==> src/rtl/morse_transmit_word_pkg.sv <==
// Shared constants, state encoding and Morse codebook helpers for the word transmitter.
// Character codes are ASCII: 'A'-'Z' and '0'-'9' are keyable, 0 marks an empty slot.
package morse_transmit_word_pkg;

  localparam int CHAR_W        = 8;
  localparam int MAX_CHARS     = 4;
  localparam int PULSE_CNT_W   = 8;
  localparam int MORSE_LEN_W   = 3;
  localparam int MAX_MORSE_LEN = 5;
  localparam int CHAR_IDX_W    = (MAX_CHARS > 1) ? $clog2(MAX_CHARS) : 1;

  typedef enum logic [2:0] {
    S_IDLE,
    S_MARK,
    S_GAP_ELEM,
    S_GAP_CHAR,
    S_GAP_WORD,
    S_ERROR,
    S_EMPTY
  } tx_state_t;

  typedef struct packed {
    logic [MORSE_LEN_W-1:0]   len;
    logic [MAX_MORSE_LEN-1:0] dits_dahs;
  } morse_code_t;

  // Patterns are written as read aloud (first element in the MSB of the used bits, 1 = dah)
  // and turned around so that element 0 lands in bit 0.
  function automatic morse_code_t mk_code(input logic [MORSE_LEN_W-1:0] len,
                                          input logic [MAX_MORSE_LEN-1:0] pat);
    morse_code_t c;
    c.len       = len;
    c.dits_dahs = '0;
    for (int i = 0; i < MAX_MORSE_LEN; i++) begin
      if (i < int'(len)) c.dits_dahs[i] = pat[int'(len) - 1 - i];
    end
    return c;
  endfunction

endpackage

==> src/rtl/morse_encode_char.sv <==
// Combinational codebook: character code -> element count and dit/dah pattern.
// Unknown codes (and the empty code 0) return len = 0.
module morse_encode_char
  import morse_transmit_word_pkg::*;
(
  input  logic [CHAR_W-1:0]        code,
  output logic [MORSE_LEN_W-1:0]   len,
  output logic [MAX_MORSE_LEN-1:0] dits_dahs
);

  morse_code_t c;

  always_comb begin
    // NOTE: every output of a combinational block gets a default first so no path infers a latch.
    c = '0;
    case (code)
      8'h41: c = mk_code(3'd2, 5'b00001); // A .-
      8'h42: c = mk_code(3'd4, 5'b01000); // B -...
      8'h43: c = mk_code(3'd4, 5'b01010); // C -.-.
      8'h44: c = mk_code(3'd3, 5'b00100); // D -..
      8'h45: c = mk_code(3'd1, 5'b00000); // E .
      8'h46: c = mk_code(3'd4, 5'b00010); // F ..-.
      8'h47: c = mk_code(3'd3, 5'b00110); // G --.
      8'h48: c = mk_code(3'd4, 5'b00000); // H ....
      8'h49: c = mk_code(3'd2, 5'b00000); // I ..
      8'h4A: c = mk_code(3'd4, 5'b00111); // J .---
      8'h4B: c = mk_code(3'd3, 5'b00101); // K -.-
      8'h4C: c = mk_code(3'd4, 5'b00100); // L .-..
      8'h4D: c = mk_code(3'd2, 5'b00011); // M --
      8'h4E: c = mk_code(3'd2, 5'b00010); // N -.
      8'h4F: c = mk_code(3'd3, 5'b00111); // O ---
      8'h50: c = mk_code(3'd4, 5'b00110); // P .--.
      8'h51: c = mk_code(3'd4, 5'b01101); // Q --.-
      8'h52: c = mk_code(3'd3, 5'b00010); // R .-.
      8'h53: c = mk_code(3'd3, 5'b00000); // S ...
      8'h54: c = mk_code(3'd1, 5'b00001); // T -
      8'h55: c = mk_code(3'd3, 5'b00001); // U ..-
      8'h56: c = mk_code(3'd4, 5'b00001); // V ...-
      8'h57: c = mk_code(3'd3, 5'b00011); // W .--
      8'h58: c = mk_code(3'd4, 5'b01001); // X -..-
      8'h59: c = mk_code(3'd4, 5'b01011); // Y -.--
      8'h5A: c = mk_code(3'd4, 5'b01100); // Z --..
      8'h30: c = mk_code(3'd5, 5'b11111); // 0
      8'h31: c = mk_code(3'd5, 5'b01111); // 1
      8'h32: c = mk_code(3'd5, 5'b00111); // 2
      8'h33: c = mk_code(3'd5, 5'b00011); // 3
      8'h34: c = mk_code(3'd5, 5'b00001); // 4
      8'h35: c = mk_code(3'd5, 5'b00000); // 5
      8'h36: c = mk_code(3'd5, 5'b10000); // 6
      8'h37: c = mk_code(3'd5, 5'b11000); // 7
      8'h38: c = mk_code(3'd5, 5'b11100); // 8
      8'h39: c = mk_code(3'd5, 5'b11110); // 9
      default: c = '0;
    endcase
  end

  assign len       = c.len;
  assign dits_dahs = c.dits_dahs;

endmodule

==> src/rtl/morse_transmit_word.sv <==
// Keys a word of character codes as Morse on/off timing, counted in ce ticks.
// Optional build macro MORSE_TX_ABORT_EN adds an abort input that ends a transmission early.
module morse_transmit_word
  import morse_transmit_word_pkg::*;
(
  input  logic                        clk,
  input  logic                        rst_n,
  input  logic                        ce,
  input  logic [PULSE_CNT_W-1:0]      dit_time,
  input  logic [PULSE_CNT_W-1:0]      dah_time,
  input  logic [PULSE_CNT_W-1:0]      word_time,
  input  logic [CHAR_W*MAX_CHARS-1:0] word,
  input  logic                        start,
`ifdef MORSE_TX_ABORT_EN
  input  logic                        abort,
`endif
  output logic                        busy,
  output logic                        signal,
  output logic                        done,
  output logic                        error
);

  tx_state_t                   state_q, state_d;
  logic [PULSE_CNT_W-1:0]      cnt_q, cnt_d, dur, dur_eff, cnt_inc;
  logic [CHAR_IDX_W-1:0]       char_q, char_d, char_nxt;
  logic [MORSE_LEN_W-1:0]      elem_q, elem_d;
  logic [CHAR_W*MAX_CHARS-1:0] word_q;
  logic [PULSE_CNT_W-1:0]      dit_q, dah_q, wgap_q;
  logic [CHAR_W-1:0]           slots [MAX_CHARS];
  logic [CHAR_W-1:0]           enc_code;
  logic [MORSE_LEN_W-1:0]      enc_len;
  logic [MAX_MORSE_LEN-1:0]    enc_dd;
  logic                        last, has_next, accept, abort_in, abort_hit;
  logic                        busy_d, done_d, error_d;

`ifdef MORSE_TX_ABORT_EN
  assign abort_in = abort;
`else
  assign abort_in = 1'b0;
`endif
  assign abort_hit = abort_in & busy;

  always_comb begin
    for (int i = 0; i < MAX_CHARS; i++) slots[i] = word_q[i*CHAR_W +: CHAR_W];
  end

  // While idle the lookup looks at the live input so slot 0 can be judged on the accepting edge.
  assign enc_code = (state_q == S_IDLE) ? word[CHAR_W-1:0] : slots[char_q];

  morse_encode_char u_encode (
    .code      (enc_code),
    .len       (enc_len),
    .dits_dahs (enc_dd)
  );

  always_comb begin
    dur = dit_q;
    case (state_q)
      S_MARK:     dur = enc_dd[elem_q] ? dah_q : dit_q;
      S_GAP_ELEM: dur = dit_q;
      S_GAP_CHAR: dur = dah_q;
      S_GAP_WORD: dur = wgap_q;
      default:    dur = dit_q;
    endcase
  end

  assign dur_eff  = (dur == '0) ? PULSE_CNT_W'(1) : dur;
  assign last     = (cnt_q >= dur_eff - PULSE_CNT_W'(1));
  assign cnt_inc  = (cnt_q == '1) ? cnt_q : cnt_q + PULSE_CNT_W'(1);
  assign char_nxt = char_q + CHAR_IDX_W'(1);
  assign has_next = (char_q != CHAR_IDX_W'(MAX_CHARS - 1)) && (slots[char_nxt] != '0);

  always_comb begin
    state_d = state_q;
    cnt_d   = cnt_q;
    char_d  = char_q;
    elem_d  = elem_q;
    busy_d  = busy;
    done_d  = 1'b0;
    error_d = 1'b0;
    accept  = 1'b0;

    case (state_q)
      S_IDLE: begin
        if (start && !abort_in) begin
          accept = 1'b1;
          busy_d = 1'b1;
          cnt_d  = '0;
          char_d = '0;
          elem_d = '0;
          if (word[CHAR_W-1:0] == '0) state_d = S_EMPTY;
          else if (enc_len == '0)     state_d = S_ERROR;
          else                        state_d = S_MARK;
        end
      end
      S_MARK: begin
        if (last) begin
          cnt_d = '0;
          if ((elem_q + MORSE_LEN_W'(1)) < enc_len) begin
            state_d = S_GAP_ELEM;
          end else if (has_next) begin
            state_d = S_GAP_CHAR;
            char_d  = char_nxt;
            elem_d  = '0;
          end else begin
            state_d = S_GAP_WORD;
          end
        end else begin
          cnt_d = cnt_inc;
        end
      end
      S_GAP_ELEM: begin
        if (last) begin
          cnt_d   = '0;
          state_d = S_MARK;
          if (elem_q < MORSE_LEN_W'(MAX_MORSE_LEN - 1)) elem_d = elem_q + MORSE_LEN_W'(1);
        end else begin
          cnt_d = cnt_inc;
        end
      end
      S_GAP_CHAR: begin
        if (last) begin
          cnt_d   = '0;
          elem_d  = '0;
          state_d = (enc_len == '0) ? S_ERROR : S_MARK;
        end else begin
          cnt_d = cnt_inc;
        end
      end
      S_GAP_WORD: begin
        if (last) begin
          state_d = S_IDLE;
          done_d  = 1'b1;
          busy_d  = 1'b0;
        end else begin
          cnt_d = cnt_inc;
        end
      end
      S_ERROR: begin
        state_d = S_IDLE;
        done_d  = 1'b1;
        error_d = 1'b1;
        busy_d  = 1'b0;
      end
      S_EMPTY: begin
        state_d = S_IDLE;
        done_d  = 1'b1;
        busy_d  = 1'b0;
      end
      default: state_d = S_IDLE;
    endcase

    // Abort overrides whatever the FSM was about to do this tick.
    if (abort_hit) begin
      state_d = S_IDLE;
      cnt_d   = '0;
      char_d  = '0;
      elem_d  = '0;
      busy_d  = 1'b0;
      done_d  = 1'b1;
      error_d = 1'b0;
    end
  end

  always_ff @(posedge clk or negedge rst_n) begin
    if (!rst_n) begin
      state_q <= S_IDLE;
      cnt_q   <= '0;
      char_q  <= '0;
      elem_q  <= '0;
      word_q  <= '0;
      dit_q   <= '0;
      dah_q   <= '0;
      wgap_q  <= '0;
      busy    <= 1'b0;
      signal  <= 1'b0;
      done    <= 1'b0;
      error   <= 1'b0;
    end else begin
      // NOTE: registers use non-blocking assignments so every flop samples pre-edge values.
      done  <= 1'b0;
      error <= 1'b0;
      if (ce) begin
        state_q <= state_d;
        cnt_q   <= cnt_d;
        char_q  <= char_d;
        elem_q  <= elem_d;
        busy    <= busy_d;
        signal  <= (state_d == S_MARK);
        done    <= done_d;
        error   <= error_d;
        if (accept) begin
          word_q <= word;
          dit_q  <= dit_time;
          dah_q  <= dah_time;
          wgap_q <= word_time;
        end
      end
    end
  end

endmodule

==> config.mk <==
export PLATFORM = sky130hd
export DESIGN_NAME = morse_transmit_word
export DESIGN_NICKNAME = d
export VERILOG_FILES = /design/src/rtl/morse_transmit_word_pkg.sv /design/src/rtl/morse_encode_char.sv /design/src/rtl/morse_transmit_word.sv
export SDC_FILE = /design/constraint.sdc
export NUM_CORES = 1
export LEC_CHECK = 0
export BUFFER_PORTS_ARGS = -buffer_cell sky130_fd_sc_hd__clkbuf_2
export CORE_ASPECT_RATIO = 0.7
export CORE_MARGIN = 2
export CORE_UTILIZATION = 30
export DETAILED_ROUTE_END_ITERATION = 6
export RECOVER_POWER = 25
export SETUP_SLACK_MARGIN = 0.05
export SLEW_MARGIN = 20
export SYNTH_ARGS = -nofsm -noshare
export SYNTH_HDL_FRONTEND = slang
export SYNTH_SLANG_ARGS = --single-unit
==> constraint.sdc <==
create_clock -name clk -period 11 [get_ports clk]
set_input_delay 1.65 -clock clk [delete_from_list [all_inputs] [get_ports clk]]
set_output_delay 1.65 -clock clk [all_outputs]
set_load 0.02 [all_outputs]
==> flow_summary_export.csv <==
group,metric,value,unit
status,outcome,"complete, but fails checks",
status,violations,"max-capacitance violations, max-slew violations",
clock_network,cts_num_sinks,76,
job,cap_violations,1,
clock_network,cts_buffers,9,
logic_synthesis,synth_area_leaders,"dfrtp_1, mux2_2, ha_1",
timing,finalCriticalPeriod,7.44,ns
finish,drive_above_1_share,25.0,%
timing,rsz0062_at_grt,"no",
finish,final_cells,917,
pwr,cellPowerDensity,328,nW/um2
worst_hold_path,hp-class,"reg -> reg",
logic_synthesis,synth_nets,710,
logic_synthesis,ys.flop_type,"dfrtp_1",
timing,setup_violations,0,
die,start_util,30.6,%
clock_network,cts-resized-gates,0,
logic_synthesis,ys_seq_area_share,33.0,%
worst_setup_path,critPathLaunchType,"register",
place,place_hpwl,12.2,mm
finish,multi_input_area,3650,um2
timing,finalHoldViolCount,0,
worst_setup_path,crit_path_end_kind,"register",
pwr,ir_drop,0.000131,V
worst_setup_path,crit_fanout,25,
timing,fmax,0.134,GHz
finish,stdcell_area,6550,um2
timing,post-route-period-util,67.6,%
finish,regArea,1900,um2
die,die-width,170,um
grt,overflow,0,
clock_network,cts_buffer_depth,2,
clock_network,cts_tree,"yes",
grt,grt_pass1_vias,4833,
die,rows,42,
clock_network,postCtsHoldBufs,0,
logic_synthesis,synthDistinctLibCells,77,
timing,worst_pin_slew,3.97,ns
finish,diodes,0,
timing,slew_headroom,-165,%
logic_synthesis,yosysWarnings,0,
timing,fin_setup_tns,0,ns
finish,nNetsFinal,751,
route,wl,16.4,mm
worst_setup_path,cp.required,11.20,ns
place,dpl.cell_count,901,
logic_synthesis,netlist_instances,629,
worst_setup_path,crit_type,"reg -> reg",
logic_synthesis,synth_edf_count,0,
clock_network,path_clk_slew,0.07,ns
route,route.detailed.wl_per_inst,17.9,um
worst_setup_path,r2r_setup_slack,3.56,ns
finish,syn_to_final_growth,13.6,%
logic_synthesis,synth_async_sr_flop_share,100,%
logic_synthesis,yosysTopAreaCell,"dfrtp_1",
route,num_vias,5136,
logic_synthesis,synth_top_cell_area_share,33.0,%
grt,antenna_found_initial,0,
timing,clock_skew,0.00901,ns
clock_network,ctsRootBufferMaster,"clkbuf_16",
route,ant_nets,0,
logic_synthesis,ys_seq_elements,76,
route,drc,0,
finish,fillCellCount,1884,
timing,slew_viol_final,77,
pwr,leakage,2.73,nW
route,first_iter_violations,491,
grt,grt_start_max_net_pins,77,
grt,grt_pass1_wl,27.5,mm
place,gp_congestion,0.952,
worst_setup_path,crit_arrival,7.64,ns
finish,mostFrequentLayoutCells,"dfrtp_1, nand2_1, mux2_2, clkbuf_2, nor2_1",
clock_network,htree_levels,3,
clock_network,clk_latency,0.35,ns
place,placed_area,6260,um2
place,port_buffers,63,
finish,final_common_cell,"dfrtp_1",
die,num_io_pins,64,
logic_synthesis,syn-cell-area,5770,um2
route,first_pass_iters,6,
die,dieArea,20400,um2
die,die_h,120,um
route,viasPerCell,5.60,
grt,grt_util_all_layers,17.1,%
logic_synthesis,synth.avg_cell_area,9.17,um2
die,core_area,18900,um2
pwr,power,2.15,mW
clock_network,post_cts_buffers,0,
-- per-layer routing --
layer / track usage [%] / share of wire (%)
met1: 26.8 / 52
met2: 23.3 / 40
met3: 3.63 / 6.7
met4: 4.54 / 1.3
met5: 0 / 0
-- sequential cells by signal (all words and copies together) (netlist names) --
register / count
busy: 1
char_q: 2
cnt_q: 8
dah_q: 8
dit_q: 8
done: 1
elem_q: 3
error: 1
signal: 1
state_q: 3
wgap_q: 8
word_q: 32
-- worst max-delay path, stage by stage, from the launching register on --
cell and delay [ns]:
dfrtp_1 0.95, mux4_1 0.74, mux2i_1 0.40, ha_1 0.33
nor2b_1 0.16, a211oi_1 0.09, o31ai_1 0.33, a41oi_2 0.19
a2111oi_4 0.36, o21a_1 0.48, mux2_2 0.44, nand3_1 0.07
and2_1 0.15, ha_1 0.24, ha_1 0.28, a21o_1 0.15
a21o_1 0.17, a211oi_1 0.24, o21a_1 0.19, o21ai_0 0.13
a21oi_1 0.57, o21ai_0 0.33, mux2i_1 0.21, nor2_1 0.06
-- cell type report --
class	count	area share (%)
multi-input cells	500	55.6
clock buffers	11	3.86
well taps	242	4.62
flip-flops and latches	76	29.0
inverters	15	0.859
clock inverters	5	0.649
repair buffers	68	5.35
-- stage by stage --
stage | utilization (%) | worst slack (ns) | hold WS, ns
2_1_floorplan | - | 4.48 | 0.468
3_3_place_gp | 33.2 | 3.74 | 0.471
3_5_place_dp | 33.2 | 3.56 | 0.468
4_1_cts | 34.8 | 3.68 | 0.482
5_1_grt | 34.7 | 3.00 | 0.502
6_report | 34.7 | 3.56 | 0.476
-- kinds of logic (layout without fill, tap and decap cells) --
logic type               after synthesis  count (layout)  share of synthesized area (%)
flip-flops                            76              76                           33.0
AND/OR/NAND/NOR                      234             234                           20.2
AO/OA/AOI/OAI                        151             151                           18.8
multiplexers                          88              88                           18.7
buffers and inverters                 53              99                           3.90
XOR/XNOR                               6               6                          0.911
adder cells (fa/ha/maj)               21              21                           4.56
-- power by group --
| group | switching (mW) | internal [mW] | total [mW] |
|---|---|---|---|
| Sequential | 0.153 | 0.402 | 0.555 |
| Clock | 0.125 | 0.168 | 0.293 |
| Combinational | 0.743 | 0.557 | 1.30 |
| Total | 1.02 | 1.13 | 2.15 |
-- path summary, 6_finish.rpt --
kind	startpoint	to	depth (start not counted)
setup / recovery	char_q[0]	cnt_q[1]	23
min in group asynchronous	rst_n	wgap_q[6]	1
hold reg to reg	busy	busy	2
hold / removal	busy	busy	2
max in group asynchronous	rst_n	word_q[2]	1
setup reg to reg	char_q[0]	cnt_q[1]	23
-- cells in the mapped netlist, types with 6 or more instances --
| cell | instances |
|---|---|
| nor2_1 | 56 |
| nand3_1 | 22 |
| mux2i_1 | 15 |
| buf_2 | 9 |
| a21o_1 | 7 |
| o22ai_1 | 8 |
| mux2_2 | 61 |
| o21ai_0 | 28 |
| a21oi_1 | 28 |
| inv_1 | 14 |
| buf_1 | 8 |
| nand2_1 | 70 |
| and2_1 | 7 |
| nor3_1 | 19 |
| a221oi_1 | 7 |
| mux4_2 | 6 |
| ha_1 | 21 |
| nor2b_1 | 10 |
| a31oi_1 | 8 |
| clkbuf_1 | 19 |
| nor4_1 | 8 |
| a211oi_1 | 12 |
| o31ai_1 | 6 |
| dfrtp_1 | 76 |
Power figures use the tool's default switching activity.
